--- src/rtl/iobus_intr_ctrl.sv ---
// IOBUS-mapped interrupt controller: synchronises and edge-detects source requests,
// latches them as pending, masks them, and drives INTR through a claim/complete handshake.
module iobus_intr_ctrl #(
   parameter int          N_SRC       = 4,
   parameter logic [31:0] BASE_AD     = 32'h11240000,
   parameter bit          ROUND_ROBIN = 1'b0
) (
   input  logic             CLK,
   input  logic             RESET,
   input  logic [N_SRC-1:0] IRQ_IN,
   input  logic [31:0]      IOBUS_ADDR,
   input  logic [31:0]      IOBUS_OUT,
   input  logic             IOBUS_WR,
   output logic [31:0]      IOBUS_IN,
   output logic             INTR
);

   typedef enum logic [1:0] {IDLE = 2'd0, REQ = 2'd1, SERVICE = 2'd2} state_t;

   localparam logic [3:0] LAST_INIT = 4'(N_SRC - 1);

   state_t           state, state_nxt;
   logic [N_SRC-1:0] sync1, sync2, prev, rise;
   logic [N_SRC-1:0] pending, pending_nxt, enable, enable_nxt;
   logic [N_SRC-1:0] req, w1c, clr, id_oh;
   logic [3:0]       id, id_nxt, last_id, last_id_nxt, winner;
   logic             sel_pend, sel_en, sel_claim, sel_cmpl, claim_ok, found;
   logic             unused_bits;
   int               start;

   // Bus semantics: there is no ready; a store is a one-cycle IOBUS_WR strobe that
   // commits at the CLK edge where the address matches, and reads are side-effect free.
   assign sel_pend  = (IOBUS_ADDR == BASE_AD);
   assign sel_en    = (IOBUS_ADDR == BASE_AD + 32'h4);
   assign sel_claim = (IOBUS_ADDR == BASE_AD + 32'h8);
   assign sel_cmpl  = (IOBUS_ADDR == BASE_AD + 32'hC);

   assign rise        = sync2 & ~prev;
   assign req         = pending & enable;
   assign claim_ok    = IOBUS_WR && sel_claim && (state == REQ) && (IOBUS_OUT[3:0] == id);
   assign INTR        = (state == REQ);
   assign unused_bits = &{1'b0, IOBUS_OUT};

   // Set wins over clear so an edge landing on its own claim/W1C is not lost.
   always_comb begin
      w1c   = '0;
      clr   = '0;
      id_oh = '0;
      if (IOBUS_WR && sel_pend) w1c = IOBUS_OUT[N_SRC-1:0];
      for (int i = 0; i < N_SRC; i++) begin
         id_oh[i] = (id == 4'(i));
         clr[i]   = claim_ok && (id == 4'(i));
      end
      pending_nxt = (pending & ~w1c & ~clr) | rise;
      enable_nxt  = (IOBUS_WR && sel_en) ? IOBUS_OUT[N_SRC-1:0] : enable;
   end

   always_comb begin
      winner = '0;
      found  = 1'b0;
      start  = (int'(last_id) + 1) % N_SRC;
      if (ROUND_ROBIN) begin
         for (int k = 0; k < N_SRC; k++) begin
            for (int i = 0; i < N_SRC; i++) begin
               if (!found && req[i] && (i == (start + k) % N_SRC)) begin
                  winner = 4'(i);
                  found  = 1'b1;
               end
            end
         end
      end else begin
         for (int i = N_SRC - 1; i >= 0; i--) begin
            if (req[i]) winner = 4'(i);
         end
      end
   end

   always_comb begin
      state_nxt   = state;
      id_nxt      = id;
      last_id_nxt = last_id;
      case (state)
         IDLE: begin
            if (|req) begin
               id_nxt    = winner;
               state_nxt = REQ;
            end
         end
         REQ: begin
            if (claim_ok) begin
               state_nxt   = SERVICE;
               last_id_nxt = id;
            end else if (!(|(pending_nxt & enable_nxt & id_oh))) begin
               state_nxt = IDLE;
            end
         end
         SERVICE: begin
            if (IOBUS_WR && sel_cmpl) state_nxt = IDLE;
         end
         default: state_nxt = IDLE;
      endcase
   end

   always_comb begin
      IOBUS_IN = '0;
      if (sel_pend)       IOBUS_IN[N_SRC-1:0] = pending;
      else if (sel_en)    IOBUS_IN[N_SRC-1:0] = enable;
      else if (sel_claim) IOBUS_IN = {(state == REQ), 27'b0, id};
      else if (sel_cmpl)  IOBUS_IN[1:0] = state;
   end

   always_ff @(posedge CLK or posedge RESET) begin
      if (RESET) begin
         sync1   <= '0;
         sync2   <= '0;
         prev    <= '0;
         pending <= '0;
         enable  <= '0;
         state   <= IDLE;
         id      <= '0;
         last_id <= LAST_INIT;
      end else begin
         sync1   <= IRQ_IN;
         sync2   <= sync1;
         prev    <= sync2;
         pending <= pending_nxt;
         enable  <= enable_nxt;
         state   <= state_nxt;
         id      <= id_nxt;
         last_id <= last_id_nxt;
      end
   end

endmodule

--- config.mk ---
export PLATFORM = sky130hd
export DESIGN_NAME = iobus_intr_ctrl
export DESIGN_NICKNAME = d
export VERILOG_FILES = /design/src/rtl/iobus_intr_ctrl.sv
export SDC_FILE = /design/constraint.sdc
export NUM_CORES = 1
export LEC_CHECK = 0
export BUFFER_PORTS_ARGS = -buffer_cell sky130_fd_sc_hd__buf_4
export CORE_MARGIN = 2
export CORE_UTILIZATION = 39
export DETAILED_ROUTE_END_ITERATION = 10
export PLACE_DENSITY = 0.86
export RECOVER_POWER = 25
export REMOVE_ABC_BUFFERS = 1
export SLEW_MARGIN = 20
export SYNTH_ARGS = -nofsm -noshare
export SYNTH_HDL_FRONTEND = slang
export SYNTH_SLANG_ARGS = --single-unit
--- constraint.sdc ---
create_clock -name CLK -period 1.76 [get_ports CLK]
set_input_delay 0.176 -clock CLK [delete_from_list [all_inputs] [get_ports CLK]]
set_output_delay 0.176 -clock CLK [all_outputs]
set_load 0.05 [all_outputs]
==> impl_results.md <==
- Synth top area share: 36.47%
- Largest net degree at the start of global routing: 25
- Register bit count reported by yosys: 24
- Share of cells above drive strength 1: 50.45%
- CTS tree: yes
- # setup viols final: 0
- Fin nets: 296
- Placed Instances: 262
- Ports: 104
- Tmin final: 1740 ps
- Vias post-DR: 1356
- GRT Residual Overflow: 0
- Outcome: finished clean
- Max frequency: 574.8 MHz
- Worst Path Max Fanout: 2
- Detailed-route vias per instance: 4.949
- Placement Rows: 23
- Global-route wire length before repair: 5.837 mm
- Worst hold path class: input port to flop
- Post-detailed-route wirelength per cell: 15.00 um
- Max_cap viols: 0
- Skew-Pair Late Insertion Delay: 260 ps
- Worst VDD drop: 0.2658 mV
- Initial Utilization: 40.87%
- Most area-hungry cell type in the Yosys netlist: sky130_fd_sc_hd__dfrtp_1
- Final HPWL DP: 3.019 mm
- Unrepaired setup endpoints after global routing: true
- Sequential element share of the synthesized area: 36.47%
- Number of enable flip-flop cells after synthesis: 0
- Library cell with the highest instance count after synthesis: sky130_fd_sc_hd__buf_4
- First-pass iteration count of the detailed router: 4
- Clk_skew: 1.127 ps
- Count of mapped cells out of synthesis: 151
- Combined global-route utilization of all metal layers: 16.66%
- Die width: 68.98 um
- Dominant cells by area after synthesis: sky130_fd_sc_hd__dfrtp_1, sky130_fd_sc_hd__buf_4, sky130_fd_sc_hd__nor4_4
- Category of the most critical setup path: flop to output port
- Data required time at the worst endpoint: 1580 ps
- Final Non-Filler Cells: 274
- Type of element capturing the critical path: output port
- Final count of pins violating max slew: 0
- Critical Path Start Type: flop
- Endpoints failing hold: 0
- Post-Syn Area: 1647 um2
- Core box area: 4029 um2
- Setup TNS after final layout: 0 ps
- Clock tree sinks: 24
- Routability Congestion: 0.9107
- Mean instance size in the synthesized netlist: 10.90 um2
- Total clock buffers created by CTS: 3
- Die height: 68.98 um
- Count of different cell masters after synthesis: 46
- Number of antenna violations at the first check in global routing: 0
- Most used flip-flop cell after synthesis: sky130_fd_sc_hd__dfrtp_1
- Clock-pin slew on the worst setup and hold paths: 80 ps
- Antenna diode instance count: 0
- Total die area: 4758 um2
- Ys async rst share: 100.0%
- Clock root cell: sky130_fd_sc_hd__clkbuf_8
- H-Tree Depth: 1
- Final routed wirelength across all metal layers: 4.111 mm
- PD cells: 527.2 nW/um2
- Count of input and output buffers: 48
- Via count of the first global-routing pass: 1294
- Number of violations reported at the end of detailed-routing iteration 0: 72
- Static leakage: 0.001138 uW
- Residual antenna-violating net count after detailed routing: 0
- Crit path DAT: 1560 ps
- Number of warnings issued by yosys: 0
- Synth cell count leaders: sky130_fd_sc_hd__buf_4, sky130_fd_sc_hd__dfrtp_1, sky130_fd_sc_hd__nand2_1, sky130_fd_sc_hd__nor2_1, sky130_fd_sc_hd__inv_1
- Clock tree buffer depth: 2
- Final routed DRC violation total: 0
- Fraction of the cycle the final worst path needs: 98.84%
- Area growth from synthesis to layout: 42.93%
[state kept, by name, indices dropped and copies added (netlist names)]
signal,cells
prev,4
enable,4
pending,4
sync2,4
sync1,4
state,2
id,2
[cell type report]
cell class / instances / area (um2)
fill: 347 / 1675
multi-input combinational: 117 / 1006
timing repair buffer: 73 / 606.8
sequential: 24 / 600.6
tap: 50 / 62.56
clock buffer: 4 / 55.05
inverter: 6 / 22.52
[per-stage QoR]
stage	area (um2)	power, uW	util (%)	worst slack (ps)	hold slack [ps]
after floorplan	1525	749.3	-	-475.8	190.6
after global placement	2076	859.0	51.52	-295.4	241.6
after detailed placement	2076	863.0	51.52	-341.7	246.2
after CTS	2220	1241	55.09	-12.19	6.066
after global routing	2354	1297	58.42	-37.38	22.15
final	2354	1241	58.42	20.38	34.03
[where the power goes]
part | total [uW] | internal, uW | switching, uW | leakage [uW]
Clock | 372 | 200 | 172 | 0.0000288
Combinational | 300 | 97.0 | 203 | 0.000823
Sequential | 569 | 565 | 4.70 | 0.000287
Total | 1240 | 861 | 379 | 0.00114
[cell usage in the layout (no fill, tap or decap), drive strengths merged, types with 4 or more instances in the layout]
master | synthesis | final
nor2b | 5 | 5
conb | 1 | 27
nor4 | 5 | 5
a31oi | 4 | 4
a21oi | 5 | 5
buf | 29 | 68
inv | 6 | 6
clkbuf | 1 | 8
o21ai | 4 | 4
nand3 | 4 | 4
dfrtp | 24 | 24
nor2 | 7 | 7
nand2 | 7 | 7
and4 | 5 | 5
[critical path, cell delays in order (launching register included)]
cell,delay (ps)
sky130_fd_sc_hd__dfrtp_1,400
sky130_fd_sc_hd__buf_6,120
sky130_fd_sc_hd__mux4_2,460
sky130_fd_sc_hd__and3_4,170
sky130_fd_sc_hd__buf_8,140
[layer usage]
metal	GRT usage (%)	wire length [um]	up-vias
li1	-	-	648
met1	18.84	1541	632
met2	31.01	2063	64
met3	2.435	388	12
met4	6.863	118	0
met5	0	0	-
[what timing repair did]
action                                 in CTS  in global routing
pin swaps                                   8                 17
endpoints found under the hold margin      24                  0
hold buffers                                1                  0
buffers inserted                            3                  4
setup endpoints to repair                   5                  7
gates resized for setup                    16                 20
[path summary, 6_finish.rpt]
kind,slack [ps],end,startpoint,depth (start not counted)
setup / recovery,20,IOBUS_IN[1],state[1],4
hold / removal,30,sync1[0],IRQ_IN[0],1
setup reg to reg,60,state[0],state[1],6
hold reg to reg,350,sync2[3],sync1[3],0
max in group asynchronous,1030,id[1],RESET,4
min in group asynchronous,500,sync1[0],RESET,4
[kinds of logic (layout without fill, tap and decap cells)]
family	after synthesis	count (layout)	share of synthesized area, %
AOI/OAI and AO/OA	29	29	14.36
xor gates and xnor gates	2	2	1.064
DFF	24	24	36.47
other	1	27	0.2277
muxes	7	7	6.003
and+or+nand+nor	52	52	27.20
buffers and inverters	36	83	14.66
Note: power is estimated with default switching activity, not from simulation.
